**config.mk**
```make
export PLATFORM = sky130hd
export DESIGN_NAME = mq5_alarm_qualifier
export DESIGN_NICKNAME = d
export VERILOG_FILES = /design/src/rtl/mq5_pkg.sv /design/src/rtl/ms_tick_gen.sv /design/src/rtl/mq5_alarm_qualifier.sv
export SDC_FILE = /design/constraint.sdc
export NUM_CORES = 1
export LEC_CHECK = 0
export ABC_CLOCK_PERIOD_IN_PS = 7300
export CORE_MARGIN = 2
export CORE_UTILIZATION = 65
export CTS_BUF_LIST = sky130_fd_sc_hd__clkbuf_8
export DETAILED_ROUTE_END_ITERATION = 10
export PLACE_DENSITY = 0.88
export SLEW_MARGIN = 20
export SYNTH_ARGS = -nofsm -noshare
export SYNTH_HDL_FRONTEND = slang
export SYNTH_SLANG_ARGS = --single-unit
```
**constraint.sdc**
```tcl
create_clock -name clk -period 7.3 [get_ports clk]
set_input_delay 0.73 -clock clk [delete_from_list [all_inputs] [get_ports clk]]
set_output_delay 0.73 -clock clk [all_outputs]
set_load 0.02 [all_outputs]
```
**src/rtl/mq5_pkg.sv**
```systemverilog
// Shared definitions for the MQ-5 smoke alarm qualifier: state encoding and dwell width.
package mq5_pkg;

  localparam int DWELL_W = 16;
  localparam logic [DWELL_W-1:0] DWELL_MAX = '1;

  typedef enum logic [2:0] {
    ST_WARMUP  = 3'd0,
    ST_IDLE    = 3'd1,
    ST_PENDING = 3'd2,
    ST_ALARM   = 3'd3,
    ST_RELEASE = 3'd4,
    ST_MUTED   = 3'd5
  } state_t;

endpackage

```
**src/rtl/ms_tick_gen.sv**
```systemverilog
// Free-running prescaler producing a one-cycle pulse every CLK_HZ/1000 clocks (1 ms).
module ms_tick_gen #(
  parameter int CLK_HZ = 12000000
) (
  input  logic clk,
  input  logic rst,
  output logic tick
);

  localparam int DIV = CLK_HZ / 1000;
  localparam int CW  = (DIV > 1) ? $clog2(DIV) : 1;
  localparam logic [CW-1:0] LAST = CW'(DIV - 1);

  logic [CW-1:0] count;

  // Count 0..DIV-1 and register the wrap as the tick so it is glitch-free
  always_ff @(posedge clk) begin
    if (rst) begin
      count <= '0;
      tick  <= 1'b0;
    end else begin
      tick <= (count == LAST);
      if (count == LAST) count <= '0;
      else               count <= count + 1'b1;
    end
  end

endmodule

```
**src/rtl/mq5_alarm_qualifier.sv**
```systemverilog
// Qualifies the raw MQ-5 digital output into a debounced alarm level with
// warm-up blanking, minimum on-time, release hysteresis and a timed mute.
module mq5_alarm_qualifier
  import mq5_pkg::*;
#(
  parameter int CLK_HZ     = 12000000,
  parameter int WARMUP_MS  = 20000,
  parameter int ASSERT_MS  = 500,
  parameter int MIN_ON_MS  = 3000,
  parameter int RELEASE_MS = 2000,
  parameter int MUTE_MS    = 30000
) (
  input  logic       clk,
  input  logic       rst,
  input  logic       mq5_signal,
  input  logic       mute_req,
  output logic       alarm_on,
  output logic       alarm_rise,
  output logic       warming,
  output logic [2:0] state_dbg
);

  localparam logic [DWELL_W-1:0] WARMUP_N  = DWELL_W'(WARMUP_MS);
  localparam logic [DWELL_W-1:0] ASSERT_N  = DWELL_W'(ASSERT_MS);
  localparam logic [DWELL_W-1:0] MIN_ON_N  = DWELL_W'(MIN_ON_MS);
  localparam logic [DWELL_W-1:0] RELEASE_N = DWELL_W'(RELEASE_MS);
  localparam logic [DWELL_W-1:0] MUTE_N    = DWELL_W'(MUTE_MS);

  logic               tick;
  logic               sync1;
  logic               sync2;
  logic               smoke;
  logic [DWELL_W-1:0] dwell;
  logic               rise_set;
  state_t             state;
  state_t             next_state;

  ms_tick_gen #(
    .CLK_HZ(CLK_HZ)
  ) u_tick (
    .clk (clk),
    .rst (rst),
    .tick(tick)
  );

  // Two-flop synchronizer; resets to the sensor's idle (clear) level
  always_ff @(posedge clk) begin
    if (rst) begin
      sync1 <= 1'b1;
      sync2 <= 1'b1;
    end else begin
      sync1 <= mq5_signal;
      sync2 <= sync1;
    end
  end

  assign smoke = ~sync2;

  // State register
  always_ff @(posedge clk) begin
    if (rst) state <= ST_WARMUP;
    else     state <= next_state;
  end

  // Single dwell timer: restarts on every state change, counts ms ticks, saturates
  always_ff @(posedge clk) begin
    if (rst) begin
      dwell <= '0;
    end else if (next_state != state) begin
      dwell <= '0;
    end else if (tick && (dwell != DWELL_MAX)) begin
      dwell <= dwell + 1'b1;
    end
  end

  // Registered outputs aligned with the state they describe
  always_ff @(posedge clk) begin
    if (rst) begin
      alarm_on   <= 1'b0;
      alarm_rise <= 1'b0;
    end else begin
      alarm_on   <= (next_state == ST_ALARM) || (next_state == ST_RELEASE);
      alarm_rise <= rise_set;
    end
  end

  // Next-state logic; only a fresh PENDING->ALARM qualification flags a rise
  always_comb begin
    next_state = state;
    rise_set   = 1'b0;
    case (state)
      ST_WARMUP: begin
        if (dwell >= WARMUP_N) next_state = ST_IDLE;
      end
      ST_IDLE: begin
        if (smoke) next_state = ST_PENDING;
      end
      ST_PENDING: begin
        if (!smoke) begin
          next_state = ST_IDLE;
        end else if (dwell >= ASSERT_N) begin
          next_state = ST_ALARM;
          rise_set   = 1'b1;
        end
      end
      ST_ALARM: begin
        if (mute_req)                          next_state = ST_MUTED;
        else if ((dwell >= MIN_ON_N) && !smoke) next_state = ST_RELEASE;
      end
      ST_RELEASE: begin
        if (smoke)                   next_state = ST_ALARM;
        else if (mute_req)           next_state = ST_MUTED;
        else if (dwell >= RELEASE_N) next_state = ST_IDLE;
      end
      ST_MUTED: begin
        if (dwell >= MUTE_N) next_state = smoke ? ST_ALARM : ST_IDLE;
      end
      default: next_state = ST_WARMUP;
    endcase
  end

  assign warming   = (state == ST_WARMUP);
  assign state_dbg = state;

endmodule

```
==> key figures <==
Logic synthesis
  – Seq cells post-synth: 38
  – Post-synth top flop: dfxtp_1
  – Number of synthesized flops with an enable pin: 0
  – Async S/R FF share, synth: 0
  – Largest cells by area after synthesis: dfxtp_1 (37%), xor2_1 (5.9%), nor3_2 (4.9%)
  – Netlist cell types: 52
  – Syn_nets: 246
  – Register area share after synthesis: 0.369
  – YS warnings: 0
  – Netlist Area Pre-Place: 2060 um^2
  – Share of the synthesized area in the top cell type: 0.369
  – Synth area leader: dfxtp_1
  – Mean Syn Cell Area: 8.63 um^2
  – Syn Inst Count: 239

Worst setup path
  – Startpoint Class: primary input
  – CP max stage cell: mux2i_4
  – Worst setup EP type: flop
  – Critical Path Fanout Max: 16
  – CP Cell Sequence: clkdlybuf4s50_1, o21ai_0, a21oi_1, a2111oi_4, mux2i_4, nor4_1
  – Kind of critical path: primary input to flop
  – CP max stage delay: 0.69 ns
  – CP bufs+invs: 1
  – Worst r2r src: dwell[11]
  – Critical Path Start: mute_req
  – CP top delay family: compound AO/OA/AOI/OAI gates
  – Worst path arrival time: 2.96 ns
  – Required @ worst endpoint: 7.44 ns

Timing
  – Final Critical Period: 2.82 ns
  – Measured slew at the worst slew-check pin: 1.01 ns
  – Rel. slew slack: 0.319
  – Period utilization: 0.386
  – Clock skew: 0.00571 ns
  – Setup TNS: 0 ns
  – Final Slew Violations: 0
  – # setup viols final: 0
  – Maximum operating frequency: 355 MHz
  – WHS: 0.419 ns
  – RSZ-0062 raised after global routing: false
  – Final Hold Viols: 0

Power and ir drop
  – Overall power: 0.357 mW
  – P_leak: 0.800 nW
  – PwrDens: 161 nW/um^2
  – Worst vdd ir: 130 uV
  – Internal: 0.277 mW
  – Net Sw Frac: 0.224
  – Switching pwr: 0.0798 mW
  – Logic pwr share: 0.028
  – Power share of the clock group: 0.380
  – Seq pwr share: 0.592

Status
  – Status: completed

Placement
  – GPL Wtd Cong: 0.874
  – Post-DP HPWL: 2850 um
  – Port-buffer cells: 9

Routing
  – Antenna Nets Post-Route: 0
  – Drt wl/cell: 14.9 um
  – DR vias: 1780
  – Initial drt markers: 227
  – 1st-pass router iterations: 6
  – # DRC: 0
  – Final wirelength: 4240 um
  – Vias per cell: 6.27

Die
  – Rows: 20
  – Initial Util: 0.681
  – IO Count: 10
  – Die height: 60.3 um
  – Die X: 60.3 um
  – Die ar.: 3640 um^2
  – Core area: 3030 um^2

Worst hold path
  – Worst Min Path Start: sync1
  – Worst min-delay path class: flop to flop

Global routing
  – Total track usage: 0.263
  – Vias in the first global route: 1613
  – Largest net degree at the start of global routing: 17
  – Global-route wire length before repair: 7170 um
  – Global route overflow: 0
  – Initial antenna violation count: 0

Job
  – Max-cap violations: 0

Clocking
  – Hold_buf cts: 0
  – Clock buffer count from CTS: 5
  – Post-CTS setup repair buffer count: 0
  – CTS tree: yes
  – Sink Count: 38
  – Worst-path clk slew: 0.07 ns
  – Clk_lat worst skew: 0.29 ns
  – Clk root buf: clkbuf_8
  – H-Tree Depth: 2
  – Number of gates resized after CTS: 0
  – CTS max path bufs: 2

Final layout
  – Layout cells sized above 1: 0.121
  – Area grow syn2layout: 7.83%
  – Final core occ: 0.734
  – Ant diodes: 0
  – Nets@finish: 247
==> synthesized netlist by cell type, drive strengths merged (4+ instances only) <==
cell	instances
xor2	14
a21oi	6
nor4	7
nand2	18
dfxtp	38
and3	9
inv	7
nor3	19
nor2	16
xnor2	8
nand3	17
o21ai	9
or2	5
buf	4
nand4	6
clkbuf	12
==> routing by layer <==
metal | track usage | routed length (um) | share of wire | up-vias
li1 | - | - | - | 861
met1 | 0.336 | 1870 | 0.44 | 847
met2 | 0.425 | 2060 | 0.48 | 61
met3 | 0.0801 | 231 | 0.054 | 11
met4 | 0.0825 | 86 | 0.020 | 0
met5 | 0 | 0 | 0 | -
==> cells by family (layout without fill, tap and decap cells) <==
kind of cell | after synthesis | in the layout | share of synthesized area
AOI/OAI and AO/OA | 36 | 36 | 0.129
xor gates and xnor gates | 22 | 22 | 0.0934
adders and majority gates | 3 | 3 | 0.0182
buffers and inverters | 23 | 24 | 0.0510
DFF | 38 | 38 | 0.369
muxes | 4 | 4 | 0.0218
and+or+nand+nor | 113 | 113 | 0.318
==> state kept, by name, summed over array words and instances (netlist names) <==
register / flops
alarm_on: 1
dwell: 16
state_dbg: 3
alarm_rise: 1
sync1: 1
u_tick.tick: 1
sync2: 1
u_tick.count: 14
==> stage by stage <==
step                area (um^2)  worst slack (ns)  instances
detailed placement         2140              4.02        277
CTS                        2210              4.26        284
global route               2220              4.32        284
floorplan                  2060              4.91        239
global placement           2140              4.06        277
finish                     2220              4.48        284
==> path summary, 6_finish.rpt <==
kind                   end  slack [ns]  cells after the start
hold / removal       sync2        0.42                      1
setup reg to reg  dwell[5]        4.52                      6
setup / recovery  dwell[5]        4.48                      6
hold reg to reg      sync2        0.42                      1
==> power by group through the flow <==
stage               Combinational, mW  Clock [mW]  Sequential [mW]
floorplan                     0.00675           0            0.215
global placement              0.00965           0            0.216
detailed placement             0.0101           0            0.216
CTS                           0.00996       0.137            0.211
global route                   0.0110       0.146            0.211
finish                         0.0100       0.136            0.211
==> final cells by class <==
cell class                      instances  area, um^2
Multi-Input combinational cell        178        1200
Fill cell                             223         805
Sequential cell                        38         761
Timing Repair Buffer                   10        97.6
Clock buffer                            5        68.8
Tap cell                               44        55.1
Inverter                                7        26.3
Clock inverter                          2        10.0
==> placed cells by master, fill, tap and decap left out, drive strengths merged, types with 5 or more instances in the layout <==
cell type,netlist,routed
xnor2,8,8
nor4,7,7
nand4,6,6
clkbuf,12,5
xor2,14,14
dfxtp,38,38
inv,7,7
clkdlybuf4s50,0,9
nor3,19,19
or2,5,5
and3,9,9
o21ai,9,9
nor2,16,16
nand2,18,18
nand3,17,17
a21oi,6,6
No activity file was read; power rests on OpenSTA's default activity.
